### src/rtl/usiq_nibble_streamer.sv
// Drains 24-bit RX IQ words from the FIFO read side and serves them to the Pi as nibbles, MSB first.
// Also produces a hysteretic samples-available flag and a saturating underrun counter.
module usiq_nibble_streamer #(
   parameter int DW     = 24,
   parameter int NW     = 4,
   parameter int LW     = 11,
   parameter int THR_HI = 256,
   parameter int THR_LO = 64
) (
   input  logic          clk,
   input  logic          rstb,
   input  logic [DW-1:0] s_tdata,
   input  logic          s_tvalid,
   input  logic          s_tlast,
   input  logic [LW-1:0] s_tlength,
   output logic          s_tready,
   input  logic          nib_req,
   output logic [NW-1:0] nib_data,
   output logic          nib_valid,
   output logic          nib_last,
   output logic          samples_avail,
   input  logic          underrun_clr,
   output logic [15:0]   underrun_cnt
);

   localparam int NIB = DW / NW;
   localparam int IW  = (NIB > 1) ? $clog2(NIB) : 1;
   localparam logic [IW-1:0] IDX_LAST = IW'(NIB - 1);
   localparam logic [LW-1:0] THR_HI_L = LW'(THR_HI);
   localparam logic [LW-1:0] THR_LO_L = LW'(THR_LO);

   typedef enum logic [0:0] {
      IDLE = 1'b0,
      SEND = 1'b1
   } state_t;

   state_t          state_r, state_s;
   logic [DW-1:0]   shreg_r, shreg_s;
   logic [IW-1:0]   idx_r, idx_s;
   logic            held_last_r, held_last_s;
   logic            last_nib_s;
   logic            pop_s;
   logic            underrun_s;

   assign last_nib_s = (idx_r == IDX_LAST);

   // State register.
   always_ff @(posedge clk or negedge rstb) begin
      if (!rstb) begin
         state_r <= IDLE;
      end else begin
         state_r <= state_s;
      end
   end

   // Next-state logic: leave SEND only when the last nibble is taken with nothing queued.
   always_comb begin
      state_s = state_r;
      case (state_r)
         IDLE: begin
            if (s_tvalid) state_s = SEND;
            else          state_s = IDLE;
         end
         SEND: begin
            if (nib_req && last_nib_s && !s_tvalid) state_s = IDLE;
            else                                    state_s = SEND;
         end
         default: state_s = IDLE;
      endcase
   end

   // FSM outputs: pop strobe and underrun event; a request during an IDLE pop is ignored.
   always_comb begin
      pop_s      = 1'b0;
      underrun_s = 1'b0;
      case (state_r)
         IDLE: begin
            pop_s      = s_tvalid;
            underrun_s = nib_req && !s_tvalid;
         end
         SEND: begin
            pop_s      = s_tvalid && nib_req && last_nib_s;
            underrun_s = 1'b0;
         end
         default: begin
            pop_s      = 1'b0;
            underrun_s = 1'b0;
         end
      endcase
      // Gated by reset so no sample is popped and lost while the block is held in reset.
      s_tready = pop_s && rstb;
   end

   // Shift-register datapath next values.
   always_comb begin
      shreg_s     = shreg_r;
      idx_s       = idx_r;
      held_last_s = held_last_r;
      if (pop_s) begin
         shreg_s     = s_tdata;
         idx_s       = {IW{1'b0}};
         held_last_s = s_tlast;
      end else if ((state_r == SEND) && nib_req) begin
         if (!last_nib_s) begin
            shreg_s = shreg_r << NW;
            idx_s   = idx_r + {{(IW-1){1'b0}}, 1'b1};
         end else begin
            shreg_s     = {DW{1'b0}};
            idx_s       = {IW{1'b0}};
            held_last_s = 1'b0;
         end
      end else begin
         shreg_s     = shreg_r;
         idx_s       = idx_r;
         held_last_s = held_last_r;
      end
   end

   // Datapath registers and registered nibble outputs.
   always_ff @(posedge clk or negedge rstb) begin
      if (!rstb) begin
         shreg_r     <= {DW{1'b0}};
         idx_r       <= {IW{1'b0}};
         held_last_r <= 1'b0;
         nib_data    <= {NW{1'b0}};
         nib_valid   <= 1'b0;
         nib_last    <= 1'b0;
      end else begin
         shreg_r     <= shreg_s;
         idx_r       <= idx_s;
         held_last_r <= held_last_s;
         nib_data    <= shreg_s[DW-1 -: NW];
         nib_valid   <= (state_s == SEND);
         nib_last    <= held_last_s && (idx_s == IDX_LAST);
      end
   end

   // Fill-level flag with hysteresis between THR_LO and THR_HI.
   always_ff @(posedge clk or negedge rstb) begin
      if (!rstb) begin
         samples_avail <= 1'b0;
      end else if (s_tlength > THR_HI_L) begin
         samples_avail <= 1'b1;
      end else if (s_tlength <= THR_LO_L) begin
         samples_avail <= 1'b0;
      end else begin
         samples_avail <= samples_avail;
      end
   end

   // Saturating underrun counter; clear wins over a same-cycle increment.
   always_ff @(posedge clk or negedge rstb) begin
      if (!rstb) begin
         underrun_cnt <= 16'h0000;
      end else if (underrun_clr) begin
         underrun_cnt <= 16'h0000;
      end else if (underrun_s && (underrun_cnt != 16'hFFFF)) begin
         underrun_cnt <= underrun_cnt + 16'h0001;
      end else begin
         underrun_cnt <= underrun_cnt;
      end
   end

endmodule

### config.mk
export PLATFORM = sky130hd
export DESIGN_NAME = usiq_nibble_streamer
export DESIGN_NICKNAME = d
export VERILOG_FILES = /design/src/rtl/usiq_nibble_streamer.sv
export SDC_FILE = /design/constraint.sdc
export NUM_CORES = 1
export LEC_CHECK = 0
export BUFFER_PORTS_ARGS = -buffer_cell sky130_fd_sc_hd__buf_4
export CELL_PAD_IN_SITES_DETAIL_PLACEMENT = 1
export CELL_PAD_IN_SITES_GLOBAL_PLACEMENT = 2
export CORE_MARGIN = 2
export CORE_UTILIZATION = 32
export CTS_CLUSTER_DIAMETER = 30
export DETAILED_ROUTE_END_ITERATION = 16
export PLACE_DENSITY = 0.84
export RECOVER_POWER = 100
export SYNTH_ARGS = -nofsm -noshare
export SYNTH_HDL_FRONTEND = slang
export SYNTH_SLANG_ARGS = --single-unit
### constraint.sdc
create_clock -name clk -period 2.8 [get_ports clk]
set_clock_uncertainty 0.2 [all_clocks]
set_input_delay 0.28 -clock clk [delete_from_list [all_inputs] [get_ports clk]]
set_output_delay 0.28 -clock clk [all_outputs]
set_load 0.01 [all_outputs]
After elaboration in Yosys (flattened, before gate mapping)
Index checks and enable logic that the tools add are counted.
{ "word_totals": {"ff_bits": 47, "elab_cells": 47} }
{ "op_classes": {"n_eq_ne": 3, "n_bitwise": 1, "order_cmp": 2, "mux": 18, "n_addsub": 2, "reduce_logical": 13} }
{ "ops": {"columns": ["cell", "count"], "rows": [
  ["24-bit 2-to-1 mux", 3],
  ["16-bit 2-to-1 mux", 2],
  ["16-bit by 1-bit adder with 16-bit output (second input constant)", 1],
  ["16-bit inequality test (second input constant)", 1],
  ["11-bit by 9-bit greater-than comparator with 1-bit output (second input constant)", 1],
  ["11-bit by 7-bit <= comparator with 1-bit output (second input constant)", 1],
  ["1-bit logical AND", 9],
  ["3-bit 2-to-1 mux", 3],
  ["1-bit 2-to-1 mux", 7],
  ["3-bit equality test (second input constant)", 2],
  ["1-bit one-hot mux with 2 select lines", 3],
  ["2-bit nonzero test", 3],
  ["3-bit by 1-bit adder with 3-bit output (second input constant)", 1],
  ["1-bit zero test", 1],
  ["1-bit inverter", 1]
]} }

Longest topological paths before layout
Gate-level depths: netlist of the first run.
{ "logic_depth": {"ltp_word": 6, "ltp_mapped": 6, "depth_no_buf": 5} }

Worst setup path before layout of the first run
No wires, ideal clock.
{ "synth_timing": {"path_kind": "register to register", "start": "register underrun_cnt[0]", "end": "register underrun_cnt[12]", "arrival_time_ns": 1.971, "required_ns": 2.522, "setup_time_ns": 0.078, "period_less_slack_ns": 2.249, "path_stages_with_launch": 7, "path_slack_ns": 0.551, "path_buffers": 1, "cell_sequence": "dfrtp_1 ha_1 nand4bb_4 or3_1 buf_2 or4_1 a21oi_1"} }
{ "synth_between": {"elab_chain_cells": 3} }
{ "synth_rtl": {"columns": ["element", "line", "text"], "rows": [
  ["start, declared", "23", "output logic [15:0] underrun_cnt"],
  ["start signal, assigned", "158", "underrun_cnt <= underrun_cnt + 16'h0001;"],
  ["start signal, assigned", "160", "underrun_cnt <= underrun_cnt;"],
  ["16-bit by 1-bit adder with 16-bit output / 16-bit inequality test (equally long branches)", "158, 157", null],
  ["16-bit 2-to-1 mux / 1-bit logical AND (equally long branches)", "157", "end else if (underrun_s && (underrun_cnt != 16'hFFFF)) begin"],
  ["16-bit 2-to-1 mux / 2-bit nonzero test (equally long branches)", null, null]
]} }
Parallel ways exist; a longest one is shown, timed or not. The select of a mux whose other input is x is not followed.
A chain may end at the register's enable or synchronous reset.

Final worst setup path of the first run
Same ends and word-level chain as after synthesis.

==> reports/metrics.yaml, run 1 <==
clock_network:
  post_cts_resized: 0
  clk_path_buf_depth: 2
  cts_sinks: 47
  postCtsSetupRepairBufs: 0
  cts_hold_buffers: 27
  h-tree-depth: 2
  clk_latency_ps: 300
  cts-root-buf: "clkbuf_8"
  cts_tree: "built"
  clk_pin_slew_ps: 90
  numCtsBuffers: 5
logic_synthesis:
  ys.flop_type: "dfrtp_1"
  synth-seq-area-share_pct: 49.1
  yosysUniqueCellTypes: 46
  ys_async_sr_fraction_pct: 100
  netlist_area_um2: 2400
  ys_ff_latch: 47
  syn-num-nets: 269
  syn_area_per_cell_um2: 10.6
  synth_cells: 227
  yosys_warnings: 0
  synth_edf_count: 0
place:
  dp_slack_ps: 436
  placed_cell_area_um2: 2980
  port_buffers: 64
  gp_congestion: 0.830
  dp_hpwl_mm: 4.58
sta:
  report.final.slew_viol_count: 0
  worst_pin_slew_ps: 1240
  tns_ps: 0
  min_period_over_period_pct: 88.6
  rsz0062_at_grt: "false"
  setup_viol_count_final: 0
  layout_setup_ws_ps: 320
  max_freq_mhz: 403
  timing.hold.ws_ps: 17.0
  fin_crit_ps: 2480
  slew_headroom_pct: 17.6
  hold_viol: 0
layout:
  final_common_cell: "dfrtp_1"
  antenna_cells: 0
  stdcell_area_um2: 3260
  fin_util_pct: 44.9
  final_cell_mix: "dfrtp_1 (47), buf_4 (41), a22o_1 (28)"
  drive_gt1_share_pct: 17.4
  area_growth_pct: 35.9
  final_net_count: 358
critical_path:
  crit_chain: "ha_1 -> nand4bb_1 -> or3_1 -> or4_1 -> a21oi_1"
  worstPathRequired_ps: 2840
  crit_fanout: 8
  end_kind: "register"
  path_class: "register to register"
  arrival_ps: 2520
  slowest_delay_ps: 560
  crit_family: "simple AND/OR/NAND/NOR gates"
  crit_slowest_cell: "or3_1"
  crit_path_start_kind: "register"
  critPathBufInv: 0
route:
  firstDrtPassIters: 4
  drt.antenna.violating_nets: 0
  vias: 2237
  drt-initial-drc-count: 104
  vias_per_cell: 5.38
  drt_wl_total_mm: 7.11
  wl_per_cell_um: 17.1
  drc: 0
global_route:
  met1_usage_pct: 22.8
  grt_pass1_wl_mm: 11.6
  grt_start_max_net_pins: 48
  grt_use_met2_pct: 30.0
  grt-ovfl-total: 0
  antenna_found_initial: 0
  grt_pass1_vias: 2346
  grt_usage_pct: 17.8
  gr-usage-met3_pct: 3.76
  grt.busiest_layer: "met2"
pwr:
  leakage_nw: 1.55
  internal-power_w: 0.00146
  seq_power_share_pct: 46.3
  vdd_drop_max_mv: 0.258
  pwr-share-clk_pct: 29.5
  combPwrFrac_pct: 24.2
  swShare_pct: 27.6
  powerDensity_nw_per_um2: 617
  switching_power_w: 0.000555
min_path:
  hold_path_class: "primary input to register"
outcome:
  status: "completed"
die:
  dieHeight_um: 90.6
  rows: 31
  ioPinCount: 65
  chipWidth_um: 90.6
  dieArea_um2: 8200
  initial_core_util_pct: 33.1
  core_um2: 7250
run:
  maxCapViolations: 0
[Yosys cell counts (4+ instances only)]
| cell | number | area share (%) |
|---|---|---|
| o211ai_1 | 6 | 1.9 |
| a22o_1 | 28 | 10 |
| dfrtp_1 | 47 | 49 |
| and3_1 | 4 | 1.0 |
| nand2_1 | 16 | 2.5 |
| a21o_1 | 20 | 6.3 |
| nand2b_1 | 6 | 1.6 |
| o31ai_1 | 4 | 1.3 |
| nand3_1 | 6 | 1.3 |
| a21oi_1 | 7 | 1.5 |
| clkbuf_1 | 10 | 1.6 |
| nor2_1 | 7 | 1.1 |
| nor4_1 | 4 | 1.0 |
| buf_4 | 4 | 1.3 |
| nor3_1 | 11 | 2.3 |
[routing by layer]
metal / up-vias / wire [µm]
met4: 0 / 124
li1: 1049 / -
met3: 9 / 294
met2: 54 / 3580
met5: - / 0
met1: 1125 / 3110
[per-stage QoR]
step | std cells | power [W]
floorplan | 227 | 0.00126
global placement | 381 | 0.00140
detailed placement | 381 | 0.00142
CTS | 416 | 0.00205
global route | 416 | 0.00213
finish | 416 | 0.00201
[final timing paths]
path                                              from                            to  depth (start not counted)  slack, ps
max                        underrun_cnt[0]$_DFFE_PN0P_  underrun_cnt[12]$_DFFE_PN0P_                          5        320
min                                            s_tlast         held_last_r$_DFF_PN0_                          2         20
max reg2reg                underrun_cnt[0]$_DFFE_PN0P_  underrun_cnt[12]$_DFFE_PN0P_                          5        320
min reg2reg                     shreg_r[3]$_DFFE_PN0P_        shreg_r[3]$_DFFE_PN0P_                          1        310
max in group asynchronous                         rstb       shreg_r[12]$_DFFE_PN0P_                          3        930
min in group asynchronous                         rstb  underrun_cnt[14]$_DFFE_PN0P_                          3        720
[registers in the layout, summed over array words and instances (netlist names)]
register	flops
underrun_cnt	16
held_last_r	1
samples_avail	1
nib_last	1
idx_r	3
nib_valid	1
shreg_r	24
[layout make-up]
cell class                      count  area [µm²]
Clock buffer                        6        72.6
Clock inverter                      2        60.1
Fill cell                         854        4000
Inverter                            3        11.3
Multi-Input combinational cell    162        1120
Sequential cell                    47        1180
Tap cell                           99         124
Timing Repair Buffer               97         693
[power groups by stage]
stage               clock network, W  registers (W)  logic, W
floorplan                          0       0.000908  0.000355
global placement                   0       0.000936  0.000462
detailed placement                 0       0.000944  0.000476
CTS                         0.000610       0.000928  0.000509
global route                0.000638       0.000953  0.000537
finish                      0.000594       0.000931  0.000486
[kinds of logic (layout without fill, tap and decap cells)]
family / count (synthesis) / count (layout) / synth area share, %
fa+ha+maj: 1 / 1 / 0.522
xor+xnor: 1 / 1 / 0.365
buf+inv: 18 / 108 / 3.50
simple gates: 77 / 77 / 19.4
compound gates: 78 / 78 / 24.9
flops: 47 / 47 / 49.1
mux: 5 / 5 / 2.19
(Power assumes the default switching activity.)
==> inputs of run 2 (changes only) <==
--- a/config.mk
+++ b/config.mk
@@ -6,12 +6,13 @@
 export NUM_CORES = 1
 export LEC_CHECK = 0
+export ABC_AREA = 1
 export BUFFER_PORTS_ARGS = -buffer_cell sky130_fd_sc_hd__buf_4
 export CELL_PAD_IN_SITES_DETAIL_PLACEMENT = 1
 export CELL_PAD_IN_SITES_GLOBAL_PLACEMENT = 2
 export CORE_MARGIN = 2
-export CORE_UTILIZATION = 32
+export CORE_UTILIZATION = 29
 export CTS_CLUSTER_DIAMETER = 30
 export DETAILED_ROUTE_END_ITERATION = 16
-export PLACE_DENSITY = 0.84
+export PLACE_DENSITY = 0.8
 export RECOVER_POWER = 100
 export SYNTH_ARGS = -nofsm -noshare
==> constraint.sdc (replaced) <==
create_clock -name clk -period 2.8 [get_ports clk]
set_clock_uncertainty 0.2 [all_clocks]
set_input_delay 0.28 -clock clk [delete_from_list [all_inputs] [get_ports clk]]
set_output_delay 0.28 -clock clk [all_outputs]
set_load 0.02 [all_outputs]
==> run 2 against run 1 <==
Compared with the run above:
- sequential power shrank 2%
- core utilization shrank 8.6 points
- register-to-register slack gained 250 ps
- setup slack gained 37 ps
- cell count grew 33%
- non-clock buffer count shrank 22
- critical path depth grew 2
- worst hold slack gained 34 ps
- synthesized area grew 14%
- clock power shrank 14%
- critical path type is now register to primary output
- largest power group unchanged
- highest routed layer unchanged
==> reports/metrics.yaml, run 2 <==
die:
  core_um2: 9200  # +27%
  dieHeight_um: 101  # +12%
  chipWidth_um: 101  # +12%
  dieArea_um2: 10300  # +25%
  rows: 35  # +13%
  initial_core_util_pct: 29.8  # -3.2 points
  ioPinCount: 65  # unchanged
route:
  vias: 2704  # +21%
  drt.antenna.violating_nets: 0  # unchanged
  drt-initial-drc-count: 77  # -26%
  drc: 0  # unchanged
  drt_wl_total_mm: 8.08  # +14%
  vias_per_cell: 4.87  # -9.4%
  firstDrtPassIters: 4  # unchanged
  wl_per_cell_um: 14.6  # -15%
clock_network:
  h-tree-depth: 2  # unchanged
  cts-root-buf: "clkbuf_8"
  cts_tree: "built"
  cts_hold_buffers: 7  # -74%
  clk_pin_slew_ps: 90  # about the same
  cts_sinks: 47  # unchanged
  clk_path_buf_depth: 2  # unchanged
  numCtsBuffers: 5  # unchanged
  clk_latency_ps: 310  # about the same
  postCtsSetupRepairBufs: 0  # unchanged
  post_cts_resized: 0  # unchanged
place:
  port_buffers: 64  # unchanged
  gp_congestion: 0.757  # -8.7%
  dp_hpwl_mm: 5.63  # +23%
logic_synthesis:
  netlist_area_um2: 2740  # +14%
  yosys_warnings: 0  # unchanged
  synth_common_cells: "nand2_1 (155), dfrtp_1 (47), nand3_1 (46), inv_1 (30), nor2_1 (22)"
  syn_area_per_cell_um2: 7.22  # -32%
  ys.flop_type: "dfrtp_1"
  syn-num-nets: 422  # +57%
  yosys.area.top_type: "dfrtp_1"
  synth_edf_count: 0  # unchanged
  ys_async_sr_fraction_pct: 100  # unchanged
  synth_top_area_share_pct: 42.9  # -6.2 points
  synthTopCellsByArea: "dfrtp_1 (43%), nand2_1 (21%), nand3_1 (8.4%)"
  synth.most_common_cell: "nand2_1"
  synth_cells: 380  # +67%
  synth-seq-area-share_pct: 42.9  # -6.2 points
  yosysUniqueCellTypes: 25  # -46%
  ys_ff_latch: 47  # unchanged
layout:
  nFillCells: 1204  # +41%
  final_net_count: 486  # +36%
  drive_gt1_share_pct: 12.2  # -5.2 points
  largest_register_ffs: 24  # unchanged
  multiInputGateArea_um2: 1320  # +18%
  seq_area_um2: 1180  # unchanged
  fin_util_pct: 36.3  # -8.6 points
  area_growth_pct: 21.6
  largest_registers: "shreg_r: 24 flops, underrun_cnt: 16 flops, idx_r: 3 flops"
  top_register: "shreg_r"
  final_cell_mix: "nand2_1 (156), nand3_1 (47), dfrtp_1 (47)"
  final_common_cell: "nand2_1"
  antenna_cells: 0  # unchanged
critical_path:
  path_class: "register to primary output"
  reg2regPathDepth: 8  # +3
  end_kind: "primary output"
  crit_fanout: 24  # +16
  arrival_ps: 1960  # -560 ps
  crit_path_start_kind: "register"
  worstPathRequired_ps: 2320  # -520 ps
  reg2reg_from: "underrun_cnt[0]$_DFFE_PN0P_"
  r2r-end: "underrun_cnt[4]$_DFFE_PN0P_"
  rrSetupSlack_ps: 570  # +250 ps
global_route:
  grt_pass1_vias: 2805  # +20%
  grt-ovfl-total: 0  # unchanged
  antenna_found_initial: 0  # unchanged
  grt_pass1_wl_mm: 13.7  # +18%
  grt_start_max_net_pins: 48  # unchanged
  grt_usage_pct: 16.9  # -0.95 points
sta:
  fin_crit_ps: 2440  # -37.2 ps
  hold_viol: 0  # unchanged
  setup_viol_count_final: 0  # unchanged
  tns_ps: 0  # unchanged
  slew_headroom_pct: 15.8  # -1.8 points
  max_freq_mhz: 409  # +1.5%
  report.final.slew_viol_count: 0  # unchanged
  rsz0062_at_grt: "false"
  worst_pin_slew_ps: 1260  # +26.6 ps
  min_period_over_period_pct: 87.2  # -1.3 points
pwr:
  vdd_drop_max_mv: 0.177  # -31%
  powerDensity_nw_per_um2: 598  # -3.1%
  leakage_nw: 1.76  # +14%
outcome:
  status: "completed"
min_path:
  holdPathStages: 3  # +1
  worstHoldStart: "s_tlast"
  hold_path_class: "primary input to register"
  hold_end: "held_last_r$_DFF_PN0_"
run:
  maxCapViolations: 0  # unchanged
run 2: cells by family after synthesis:
family                   share of synthesized area (%)
flip-flops                                        42.9
AO/OA/AOI/OAI                                     4.10
buffers and inverters                             8.34
adder cells (fa/ha/maj)                          0.456
AND/OR/NAND/NOR                                   41.7
XOR/XNOR                                          2.55
run 2: metrics by stage:
stage | total power, W | setup slack [ps] | cell area (µm²) | cells | hold WS, ps
finish | 0.00200 | 357 | 3340 | 555 | 50.6
global placement | 0.00151 | 792 | 3280 | 541 | 264
CTS | 0.00207 | 377 | 3450 | 555 | 44.4
floorplan | 0.00136 | 1030 | 2740 | 380 | -216
global route | 0.00215 | 150 | 3340 | 555 | 57.4
detailed placement | 0.00153 | 736 | 3280 | 541 | 267
run 2: how the worst max path moves through the flow:
stage / from / endpoint / slack, ps
finish: idx_r[1]$_DFF_PN0_ / s_tready / 360
global route: idx_r[1]$_DFF_PN0_ / s_tready / 150
CTS: idx_r[1]$_DFF_PN0_ / s_tready / 380
detailed placement: idx_r[1]$_DFF_PN0_ / s_tready / 740
global placement: idx_r[1]$_DFF_PN0_ / s_tready / 790
floorplan: idx_r[1]$_DFF_PN0_ / s_tready / 1030
run 2: critical path: stages, from the launching register on:
cell and delay [ps]:
dfrtp_1 370, inv_1 120, nand3_2 70, buf_4 220
o21ai_4 150, nand2_2 280, nor2_1 180, clkbuf_1 250
run 2: layout make-up:
cell class | count | area share [%]
Multi-Input combinational cell | 285 | 39.5
Sequential cell | 47 | 35.3
Timing Repair Buffer | 75 | 14.5
Tap cell | 111 | 4.16
Inverter | 30 | 3.38
Clock buffer | 5 | 2.06
Clock inverter | 2 | 1.13
run 2: power breakdown:
group | internal, W | total (W) | switching (W)
combinational | 0.000210 | 0.000567 | 0.000357
clock | 0.000262 | 0.000512 | 0.000251
sequential | 0.000829 | 0.000916 | 0.0000873
total | 0.00130 | 0.00200 | 0.000695
run 2: per-layer routing:
metal  track usage [%]  part of all wire, %
met3              3.59                  3.8
met5                 0                    0
met1              20.8                   45
met4              2.49                 0.62
met2              30.8                   51
==> inputs of run 3 (changes only) <==
Settings changed: ABC_AREA 1 to default, CORE_UTILIZATION 29 to 32, GPL_TIMING_DRIVEN from default to 0, PLACE_DENSITY 0.8 to 0.81.
==> run 3 against run 2 <==
Compared with the run above:
- flip-flop and latch count unchanged
- setup slack worse by 130 ps
- cell count down 23%
- critical path type is now register to register
- highest routed layer unchanged
==> reports/metrics.yaml, run 3 (same netlist as run 1, synthesis figures left out) <==
outcome:
  status: "completed"
route:
  drt-initial-drc-count: 98  # +27%
  drt.antenna.violating_nets: 0  # unchanged
  drt_wl_total_mm: 7.00  # -13%
  vias: 2272  # -16%
  wl_per_cell_um: 16.5  # +13%
  vias_per_cell: 5.35  # +9.7%
  firstDrtPassIters: 4  # unchanged
  drc: 0  # unchanged
critical_path:
  crit_slowest_cell: "or4_1"
  crit_path_start_kind: "register"
  slowest_delay_ps: 530  # +160 ps
  crit_chain: "ha_1 -> nand4bb_4 -> or3_1 -> clkbuf_1 -> or4_1 -> a21oi_1"
  path_class: "register to register"
  end_kind: "register"
  crit_fanout: 8  # -67%
  reg2reg_from: "underrun_cnt[0]$_DFFE_PN0P_"
  worstPathRequired_ps: 2830  # +510 ps
  crit_family: "simple AND/OR/NAND/NOR gates"
  arrival_ps: 2600  # +640 ps
  crit_start: "underrun_cnt[0]$_DFFE_PN0P_"
  critPathBufInv: 1  # -2
clock_network:
  cts_sinks: 47  # unchanged
  cts-root-buf: "clkbuf_8"
  h-tree-depth: 2  # unchanged
  clk_path_buf_depth: 2  # unchanged
  cts_hold_buffers: 28  # +21
  numCtsBuffers: 5  # unchanged
  clk_latency_ps: 310  # about the same
  clk_pin_slew_ps: 100  # about the same
  post_cts_resized: 0  # unchanged
  cts_tree: "built"
  postCtsSetupRepairBufs: 0  # unchanged
layout:
  top_register: "shreg_r"
  largest_register_ffs: 24  # unchanged
  antenna_cells: 0  # unchanged
  final_cell_mix: "dfrtp_1 (47), buf_4 (42), clkbuf_1 (35)"
  drive_gt1_share_pct: 16.9  # +4.7 points
  nFillCells: 864  # -28%
  largest_registers: "shreg_r: 24 flops, underrun_cnt: 16 flops, idx_r: 3 flops"
  final_net_count: 367  # -24%
  area_growth_pct: 37.4
  final_common_cell: "dfrtp_1"
  stdcell_area_um2: 3290  # -1.3%
sta:
  fin_crit_ps: 2570  # +126 ps
  rsz0062_at_grt: "false"
  worst_pin_slew_ps: 1090  # -173 ps
  report.final.slew_viol_count: 0  # unchanged
  setup_viol_count_final: 0  # unchanged
  tns_ps: 0  # unchanged
  max_freq_mhz: 389  # -4.9%
  slew_headroom_pct: 26.7  # +11 points
  min_period_over_period_pct: 91.7  # +4.5 points
  hold_viol: 0  # unchanged
die:
  rows: 31  # -11%
  ioPinCount: 65  # unchanged
  chipWidth_um: 90.6  # -11%
  initial_core_util_pct: 33.1  # +3.2 points
  dieArea_um2: 8200  # -20%
  dieHeight_um: 90.6  # -11%
  core_um2: 7250  # -21%
place:
  placed_cell_area_um2: 2990  # -8.6%
  dp_hpwl_mm: 4.69  # -17%
  gp_congestion: 0.782  # +3.2%
  port_buffers: 63  # -1.6%
global_route:
  antenna_found_initial: 0  # unchanged
  grt_usage_pct: 17.9  # +1.0 points
  grt-ovfl-total: 0  # unchanged
  grt_pass1_vias: 2432  # -13%
  grt_start_max_net_pins: 49  # +2.1%
  grt_pass1_wl_mm: 12.1  # -12%
pwr:
  vdd_drop_max_mv: 0.248  # +40%
  switching_power_w: 0.000602  # -13%
  combPwrFrac_pct: 27.5  # -0.9 points
  p_total_w: 0.00200  # +0.32%
  seq_power_share_pct: 46.3  # +0.4 points
  leakage_nw: 1.57  # -11%
  swShare_pct: 30.1  # -4.8 points
  pwr-share-clk_pct: 26.2  # +0.5 points
  powerDensity_nw_per_um2: 608  # +1.6%
  internal-power_w: 0.00140  # +7.6%
run:
  maxCapViolations: 0  # unchanged
min_path:
  worstHoldStart: "s_tvalid"
  hold_path_class: "primary input to register"
-- run 3: area by class of cell --
| cell class | instances | area (µm²) | share of cell area (%) |
|---|---|---|---|
| plain buffers | 15 | 71.3 | 2.17 |
| clock buffers | 5 | 68.8 | 2.09 |
| clock inverters | 3 | 47.5 | 1.44 |
| inverters | 3 | 11.3 | 0.342 |
| multi-input cells | 162 | 1130 | 34.3 |
| flip-flops and latches | 47 | 1180 | 35.7 |
| well taps | 99 | 124 | 3.76 |
| repair buffers | 91 | 663 | 20.1 |
-- run 3: worst paths after layout --
| path | to | slack, ps | cells after the start |
|---|---|---|---|
| worst max-delay path | underrun_cnt[12]$_DFFE_PN0P_ | 230 | 6 |
| max in group asynchronous | nib_valid$_DFF_PN0_ | 1630 | 2 |
| worst min register to register | shreg_r[3]$_DFFE_PN0P_ | 310 | 1 |
| worst min-delay path | nib_valid$_DFF_PN0_ | 70 | 2 |
| worst max register to register | underrun_cnt[12]$_DFFE_PN0P_ | 230 | 6 |
| min in group asynchronous | underrun_cnt[7]$_DFFE_PN0P_ | 330 | 2 |
-- run 3: power by group through the flow --
stage,logic [W],registers [W],clock network (W)
after floorplan,0.000375,0.000911,0
after global placement,0.000525,0.000933,0
after detailed placement,0.000543,0.000939,0
after CTS,0.000576,0.000925,0.000538
after global routing,0.000610,0.000952,0.000560
final,0.000550,0.000927,0.000524
-- run 3: per-layer routing --
metal	global-route usage [%]	wire length, µm	vias up
met4	5.51	114	0
met5	0	0	-
met3	4.09	309	12
li1	-	-	1069
met1	22.9	3120	1137
met2	30.1	3460	54
-- run 3: per-stage QoR --
stage               cells  utilization (%)  worst slack [ps]  hold slack, ps
floorplan             227                -               471            -216
global placement      389             41.3               326             149
detailed placement    389             41.3               320             148
CTS                   425             46.7               300            46.7
global route          425             45.4              97.0            65.1
finish                425             45.4               231            72.4
-- run 3: worst reg2reg max path: stages, from the launching register on --
cell       delay (ps)
dfrtp_1           450
ha_1              370
nand4bb_4         190
or3_1             400
clkbuf_1          200
or4_1             530
a21oi_1           160
